`src/rtl/traffic_light_ctrl.sv`:
```
// Two-road intersection sequencer stepped by a synchronised slow square wave.
// It supports a pedestrian request that shortens the current green phase.
`timescale 1ns/1ps
module traffic_light_ctrl #(
  parameter int unsigned GREEN_TICKS  = 20,
  parameter int unsigned YELLOW_TICKS = 3,
  parameter int unsigned ALLRED_TICKS = 1,
  parameter int unsigned PED_MIN      = 5
) (
  input  logic       clk,
  input  logic       reset,
  input  logic       clk_slow,
  input  logic       enable,
  input  logic       ped_req,
  output logic [2:0] ns_light,
  output logic [2:0] ew_light,
  output logic [7:0] countdown,
  output logic [2:0] phase,
  output logic       ped_pending,
  output logic       tick
);

  typedef enum logic [2:0] {
    NS_GREEN  = 3'd0,
    NS_YELLOW = 3'd1,
    ALLRED_A  = 3'd2,
    EW_GREEN  = 3'd3,
    EW_YELLOW = 3'd4,
    ALLRED_B  = 3'd5
  } state_t;

  localparam logic [2:0] LIGHT_R = 3'b100;
  localparam logic [2:0] LIGHT_Y = 3'b010;
  localparam logic [2:0] LIGHT_G = 3'b001;

  logic       slow_meta, slow_sync, slow_prev;
  logic [1:0] sync_valid;
  logic       armed;
  logic       ped_meta, ped_sync, ped_prev;
  logic       ped_rise;
  logic       clamp;
  state_t     nxt;

  function automatic logic [7:0] duration(input logic [2:0] s);
    case (s)
      NS_GREEN, EW_GREEN:   duration = 8'(GREEN_TICKS);
      NS_YELLOW, EW_YELLOW: duration = 8'(YELLOW_TICKS);
      default:              duration = 8'(ALLRED_TICKS);
    endcase
  endfunction

  function automatic logic [2:0] ns_decode(input logic [2:0] s);
    case (s)
      NS_GREEN:  ns_decode = LIGHT_G;
      NS_YELLOW: ns_decode = LIGHT_Y;
      default:   ns_decode = LIGHT_R;
    endcase
  endfunction

  function automatic logic [2:0] ew_decode(input logic [2:0] s);
    case (s)
      EW_GREEN:  ew_decode = LIGHT_G;
      EW_YELLOW: ew_decode = LIGHT_Y;
      default:   ew_decode = LIGHT_R;
    endcase
  endfunction

  function automatic state_t next_phase(input logic [2:0] s);
    if (s == ALLRED_B) return NS_GREEN;
    return state_t'(s + 3'd1);
  endfunction

  // sync_valid marks when slow_sync holds a real post-reset sample, so a
  // clk_slow already high at reset release cannot arm the edge detector.
  always_ff @(posedge clk or posedge reset) begin
    if (reset) begin
      slow_meta  <= 1'b0;
      slow_sync  <= 1'b0;
      slow_prev  <= 1'b0;
      sync_valid <= 2'b00;
      armed      <= 1'b0;
      tick       <= 1'b0;
      ped_meta   <= 1'b0;
      ped_sync   <= 1'b0;
      ped_prev   <= 1'b0;
    end else begin
      slow_meta  <= clk_slow;
      slow_sync  <= slow_meta;
      slow_prev  <= slow_sync;
      sync_valid <= {sync_valid[0], 1'b1};
      if (sync_valid[1] && !slow_sync)
        armed <= 1'b1;
      tick       <= slow_sync & ~slow_prev & armed;
      ped_meta   <= ped_req;
      ped_sync   <= ped_meta;
      ped_prev   <= ped_sync;
    end
  end

  assign ped_rise = ped_sync & ~ped_prev;
  assign clamp    = ((phase == NS_GREEN) || (phase == EW_GREEN)) && ped_pending &&
                    (countdown > 8'(PED_MIN));
  assign nxt      = next_phase(phase);

  // The clamp outranks a same-cycle tick and ignores enable.
  // An all-red entry serves, and clears, any request pending at that edge.
  always_ff @(posedge clk or posedge reset) begin
    if (reset) begin
      phase       <= NS_GREEN;
      countdown   <= 8'(GREEN_TICKS);
      ns_light    <= LIGHT_G;
      ew_light    <= LIGHT_R;
      ped_pending <= 1'b0;
    end else begin
      if (ped_rise)
        ped_pending <= 1'b1;
      if (phase > ALLRED_B) begin
        phase     <= NS_GREEN;
        countdown <= 8'(GREEN_TICKS);
        ns_light  <= LIGHT_G;
        ew_light  <= LIGHT_R;
      end else if (clamp) begin
        countdown <= 8'(PED_MIN);
      end else if (tick && enable) begin
        if (countdown == 8'd1) begin
          phase     <= nxt;
          countdown <= duration(nxt);
          ns_light  <= ns_decode(nxt);
          ew_light  <= ew_decode(nxt);
          if ((nxt == ALLRED_A) || (nxt == ALLRED_B))
            ped_pending <= 1'b0;
        end else begin
          countdown <= countdown - 8'd1;
        end
      end
    end
  end

endmodule
```
`config.mk`:
```
export PLATFORM = sky130hd
export DESIGN_NAME = traffic_light_ctrl
export DESIGN_NICKNAME = d
export VERILOG_FILES = /design/src/rtl/traffic_light_ctrl.sv
export SDC_FILE = /design/constraint.sdc
export NUM_CORES = 1
export LEC_CHECK = 0
export BUFFER_PORTS_ARGS = -buffer_cell sky130_fd_sc_hd__buf_2
export CORE_AREA = 4 4 56 58
export CTS_CLUSTER_SIZE = 12
export DETAILED_ROUTE_END_ITERATION = 7
export DIE_AREA = 0 0 60 62
export PLACE_DENSITY = 0.72
export SLEW_MARGIN = 20
export SYNTH_ARGS = -nofsm -noshare
export SYNTH_HDL_FRONTEND = slang
export SYNTH_SLANG_ARGS = --single-unit
export TNS_END_PERCENT = 30
```
`constraint.sdc`:
```
create_clock -name clk -period 2.48 [get_ports clk]
set_input_delay 0.248 -clock clk [delete_from_list [all_inputs] [get_ports clk]]
set_output_delay 0.248 -clock clk [all_outputs]
set_load 0.01 [all_outputs]
```
After elaboration in Yosys (flattened, before gate mapping)
Cells that the tools add are included.
{"block": "classes", "addsub": 2, "order_cmp": 2, "eq_ne": 9, "n_mux": 28, "bitwise": 5, "reduce_logical": 15}
{"op": "$mux W3", "n": 14}
{"op": "$mux W8", "n": 4}
{"op": "$pmux W3 S2", "n": 2}
{"op": "$pmux W5 S2", "n": 1}
{"op": "$eq A3 B2 Y1 const B", "n": 3}
{"op": "$eq A3 B3 Y1 const B", "n": 3}
{"op": "$eq A8 B1 Y1 const B", "n": 1}
{"op": "$gt A8 B3 Y1 const B", "n": 1}
{"op": "$sub A8 B1 Y8 const B", "n": 1}
{"op": "$mux W1", "n": 7}
{"op": "$logic_not A3 Y1", "n": 2}
{"op": "$logic_and A1 B1 Y1", "n": 4}
{"op": "$reduce_bool A2 Y1", "n": 2}
{"op": "$reduce_or A2 Y1", "n": 2}
{"op": "$add A3 B1 Y3 const B", "n": 1}
{"op": "$and A1 B1 Y1", "n": 3}
{"op": "$eq A3 B1 Y1 const B", "n": 1}
{"op": "$gt A3 B3 Y1 const B", "n": 1}
{"op": "$reduce_and A3 Y1", "n": 1}
{"op": "$reduce_bool A3 Y1", "n": 1}
{"op": "$logic_or A1 B1 Y1", "n": 2}
{"op": "$ne A2 B1 Y1 const B", "n": 1}
{"op": "$not A1 Y1", "n": 2}
{"op": "$logic_not A1 Y1", "n": 1}
{"block": "word_totals", "register_bits": 28, "inputBits": 5, "output_inout_bits": 19, "word_cells": 75}

Logic depth before layout (Yosys ltp)
{"block": "depth", "word_depth": 10, "depth_mapped": 8, "depth_no_buf": 6}

Worst setup path before layout
Ideal clock, no wire load.
{"block": "synth_timing", "path_type": "reg2reg", "start": "register phase[0]", "end": "register countdown[4]", "setup_time_ns": 0.097, "t_arrival_ns": 1.785, "required_time_ns": 2.383, "setup_slack_ns": 0.598, "path_stages_with_launch": 9, "n_path_buf": 2, "synth_period_minus_slack_ns": 1.882, "path_cell_list": "dfrtp_1 -> clkbuf_1 -> and2_1 -> ha_1 -> clkbuf_1 -> nand3b_1 -> nand4_1 -> a221oi_1 -> a41oi_1"}
{"block": "synth_between", "elab_chain_cells": 10, "word_cells_on_any_way": 22, "classes_between": "add/sub (1); order compare (1); eq/ne (5); mux (7); reduce/logical (8)"}
{"element": "start: declaration", "line": "18", "rtl": "output logic [2:0] phase,"}
{"element": "start signal: assignment", "line": "126", "rtl": "phase <= nxt;"}
{"element": "parallel branches: the longest is 10 deep, another holds $add A3 B1 Y3"}
{"element": "end signal: assignment", "line": "119", "rtl": "countdown <= 8'(GREEN_TICKS);"}
{"element": "end signal: assignment", "line": "123", "rtl": "countdown <= 8'(PED_MIN);"}
{"element": "end signal: assignment", "line": "127", "rtl": "countdown <= duration(nxt);"}
{"element": "end: declaration", "line": "17", "rtl": "output logic [7:0] countdown,"}
Several ways; the timed one is not identified. The select of a mux whose other input is x is not followed.
A chain may end at the register's enable or synchronous reset.

Final worst setup path
{"block": "layout_timing", "start": "register countdown[5]", "end": "register ns_light[2]"}
{"block": "layout_between", "elab_chain_cells": 4, "word_cells_on_any_way": 6, "classes_between": "order compare (1); eq/ne (2); reduce/logical (3)"}
{"element": "start signal: assignment", "line": "110", "rtl": "countdown <= 8'(GREEN_TICKS);"}
{"element": "start signal: assignment", "line": "119"}
{"element": "start signal: assignment", "line": "123"}
{"element": "$gt A8 B3 Y1", "line": "102", "rtl": "(countdown > 8'(PED_MIN));"}
{"element": "$logic_and A1 B1 Y1", "line": "101", "rtl": "assign clamp = ((phase == NS_GREEN) || (phase == EW_GREEN)) && ped_pending &&"}
{"element": "$ne A2 B1 Y1 (no line)"}
{"element": "$reduce_and A3 Y1 (no line) (*)"}
{"element": "end signal: assignment", "line": "128", "rtl": "ns_light <= ns_decode(nxt);"}
{"element": "end: declaration", "line": "15", "rtl": "output logic [2:0] ns_light,"}
Every way passes the cells marked *; elsewhere a longest branch is shown, timed or not.

==> reports/results.md <==
Clock network
• **cts-stage hold buffer count** 2
• **H-tree depth** 1
• **number of buffers created by CTS** 3
• **buffers from clock root to sink, at most** 2
• **Worst-path clk slew** 150 ps
• **buffer count from post-CTS setup fixing** 0
• **post-cts gate resize count** 0
• **library cell used as clock root buffer** sky130_fd_sc_hd__clkbuf_4
• **CTS tree** yes
• **clock network latency to the later pin of the worst-skew pair** 330 ps
• **clock tree sinks** 28

Die
• **Die Span X** 60 um
• **Initial Utilization** 51.6%
• **floorplan die area** 0.00372 mm2
• **IO Pins** 24
• **core region area** 0.00266 mm2
• **die height** 62 um
• **placement row count** 19

Route
• **TritonRoute pass-1 iters** 4
• **routed len/inst** 14.4 um
• **aggregate routed wire length** 2.79 mm
• **initial detailed-routing violation count** 43
• **routed vias** 1152
• **count of unresolved DRC violations after routing** 0
• **remaining antenna violation count** 0
• **drt via density** 5.94

Worst hold path
• **worst min-delay path startpoint** enable
• **hold path depth** 3
• **Min-Delay Path Class** in2reg

STA
• **Total Neg Setup Slack** 0 ps
• **final critical-path required period** 2050 ps
• **Max-Slew Margin vs Limit** 63.8%
• **Final Hold Viols** 0
• **Worst Tran Pin Value** 539 ps
• **final clock period utilization by the worst path** 82.6%
• **worst hold slack across all endpoints** 215 ps
• **maximum frequency from static timing analysis** 0.488 GHz
• **Final Worst Setup Slack** 432 ps
• **worst clock skew** 6.00 ps
• **unrepaired setup endpoints after global routing** false
• **final setup vio count** 0
• **Max Transition Viols Final** 0

Power
• **leakage component of the power** 0.000733 uW
• **sequential share of power** 39.9%
• **power density of the placed cells** 956 mW/mm2
• **post-layout power** 1540 uW
• **part of the power in combinational logic** 40.9%
• **switching component of the power** 579 uW
• **proportion of total power due to net switching** 37.7%
• **Power Internal** 959 uW
• **share of power burned in the clock network** 19.3%
• **Max IR drop VDD** 0.000599 V

Setup path
• **family with the most delay on the worst path** simple AND/OR/NAND/NOR gates
• **required time at the worst-slack endpoint** 2710 ps
• **endpoint kind of the worst setup timing path** register
• **number of cell instances on the worst register-to-register path** 4
• **CP bufs+invs** 0
• **worst-path fanout max** 12
• **worst setup path class** reg2reg
• **longest individual stage delay on the worst path** 530 ps
• **critical path cell sequence** nor4_2, nand3_1, o21ai_0, nor3_1
• **data arrival time of the critical path** 2280 ps
• **crit path launch type** register
• **count of cell instances traversed by the critical path** 4
• **worst flop-to-flop path startpoint** countdown[5]$_DFFE_PP0P_
• **slowest library cell on the worst path** sky130_fd_sc_hd__nor4_2
• **launching instance or port of the critical path** countdown[5]$_DFFE_PP0P_

Final layout
• **share of cells above drive strength 1** 23.3%
• **Final Net Count** 172
• **diode insertion count for antenna repair** 0
• **Final Cell Area** 0.00161 mm2
• **growth of design area from synthesis to finish** 16.9%

Job
• **max cap viols** 0

Place
• **count of input and output buffers** 23
• **worst slack after detailed placement** 492 ps
• **Placed Area** 0.00153 mm2
• **detailed-placement wirelength estimate** 2.08 mm
• **placer's final routability congestion estimate** 0.792

Synthesis
• **number of cells produced by synthesis** 136
• **netlist area before placement** 0.00138 mm2
• **most frequent cell after synthesis** sky130_fd_sc_hd__dfrtp_1
• **most used flip-flop cell after synthesis** sky130_fd_sc_hd__dfrtp_1
• **post-synthesis sequential element count** 28
• **count of flip-flops with a built-in enable after synthesis** 0
• **Async SR Flop Fraction** 100%
• **cell types with the largest area share after synthesis** sky130_fd_sc_hd__dfrtp_1 44%, sky130_fd_sc_hd__dfstp_2 7.6%, sky130_fd_sc_hd__ha_1 2.7%
• **syn_area_per_cell** 10.1 um2
• **commonest cells in the synthesized netlist** 24 x sky130_fd_sc_hd__dfrtp_1, 10 x sky130_fd_sc_hd__nand2_1, 10 x sky130_fd_sc_hd__nor2_1
• **fraction of the yosys area taken by sequential cells** 51.3%
• **library cell with the largest summed area after synthesis** sky130_fd_sc_hd__dfrtp_1
• **fraction of post-synthesis cell area in the top cell type by area** 43.7%
• **Ys Warns** 0
• **distinct cell type count of the synthesized netlist** 42
• **post-synthesis net count** 144

Global routing
• **vias in the first global route** 1071
• **global route total overflow** 0
• **combined global-route utilization of all metal layers** 17.6%
• **initial antenna violation count** 0
• **global-route wire length before repair** 4.89 mm
• **pin count of the biggest net entering global routing** 29

Run status
• **status** complete, no violations

[worst min-delay path: cells and delay by family]
family | cells | cell delay [ps]
AND/OR/NAND/NOR | 1 | 70
buffers and inverters | 1 | 130
AO/OA/AOI/OAI | 1 | 70
[cell usage in the layout (no fill, tap or decap), types with 3 or more instances in the layout]
| master | count |
|---|---|
| sky130_fd_sc_hd__a21oi_1 | 6 |
| sky130_fd_sc_hd__buf_2 | 23 |
| sky130_fd_sc_hd__clkbuf_4 | 3 |
| sky130_fd_sc_hd__dfrtp_1 | 24 |
| sky130_fd_sc_hd__dfstp_2 | 4 |
| sky130_fd_sc_hd__dlygate4sd3_1 | 3 |
| sky130_fd_sc_hd__ha_1 | 3 |
| sky130_fd_sc_hd__inv_1 | 6 |
| sky130_fd_sc_hd__nand2_1 | 10 |
| sky130_fd_sc_hd__nand3_1 | 4 |
| sky130_fd_sc_hd__nand3b_1 | 3 |
| sky130_fd_sc_hd__nand4_1 | 3 |
| sky130_fd_sc_hd__nor2_1 | 10 |
| sky130_fd_sc_hd__nor2b_1 | 5 |
| sky130_fd_sc_hd__nor3_1 | 5 |
| sky130_fd_sc_hd__o21ai_0 | 4 |
| sky130_fd_sc_hd__o21ai_1 | 3 |
| sky130_fd_sc_hd__o31ai_1 | 3 |
| sky130_fd_sc_hd__xor2_1 | 4 |
[stage by stage]
| step | util, % | std cells |
|---|---|---|
| after global routing | 60.4 | 194 |
| after global placement | 57.3 | 187 |
| final | 60.4 | 194 |
| after floorplan | - | 136 |
| after CTS | 60.0 | 193 |
| after detailed placement | 57.3 | 187 |
[logic make-up (layout without fill, tap and decap cells)]
group	Yosys count	after routing	share of synthesized area, %
AO/OA/AOI/OAI	30	30	14.7
XOR/XNOR	4	4	2.55
adder cells (fa/ha/maj)	3	3	2.73
buffers and inverters	11	38	3.00
flip-flops	28	28	51.3
other	1	1	0.273
AND/OR/NAND/NOR	59	59	25.4
[final timing paths]
| check | endpoint | slack, ps |
|---|---|---|
| setup / recovery | ns_light[2]$_DFFE_PP0P_ | 430 |
| hold / removal | countdown[1]$_DFFE_PP0P_ | 220 |
| max in group asynchronous | countdown[2]$_DFFE_PP1P_ | 1690 |
| hold reg to reg | sync_valid[1]$_DFF_PP0_ | 370 |
| setup reg to reg | ns_light[2]$_DFFE_PP0P_ | 430 |
| min in group asynchronous | sync_valid[0]$_DFF_PP0_ | 490 |
[registers in the layout (all words and copies together), names as in the netlist]
register / flops
slow_meta: 1
countdown: 8
slow_sync: 1
sync_valid: 2
ns_light: 3
slow_prev: 1
armed: 1
tick: 1
ew_light: 3
ped_pending: 1
ped_prev: 1
phase: 3
ped_meta: 1
ped_sync: 1
[power groups by stage]
stage | Clock [uW] | Combinational (uW) | Sequential, uW
3_5_place_dp | 0 | 622 | 621
2_1_floorplan | 0 | 418 | 642
5_1_grt | 322 | 712 | 627
4_1_cts | 305 | 627 | 613
3_3_place_gp | 0 | 610 | 618
6_report | 297 | 628 | 613
[cell type report]
| class | count | area, um2 |
|---|---|---|
| Clock buffer | 3 | 22.5 |
| Clock inverter | 1 | 30.0 |
| Fill cell | 241 | 1050 |
| Inverter | 6 | 22.5 |
| Multi-Input combinational cell | 97 | 628 |
| Sequential cell | 28 | 706 |
| Tap cell | 31 | 38.8 |
| Timing Repair Buffer | 28 | 160 |
[metal layers]
layer | GRT usage, % | vias up | share of wire, %
li1 | - | 543 | -
met1 | 23.4 | 562 | 42
met2 | 29.2 | 42 | 50
met3 | 1.86 | 5 | 6.2
met4 | 8.23 | 0 | 1.8
met5 | 0 | - | 0
Power figures use the tool's default switching activity.
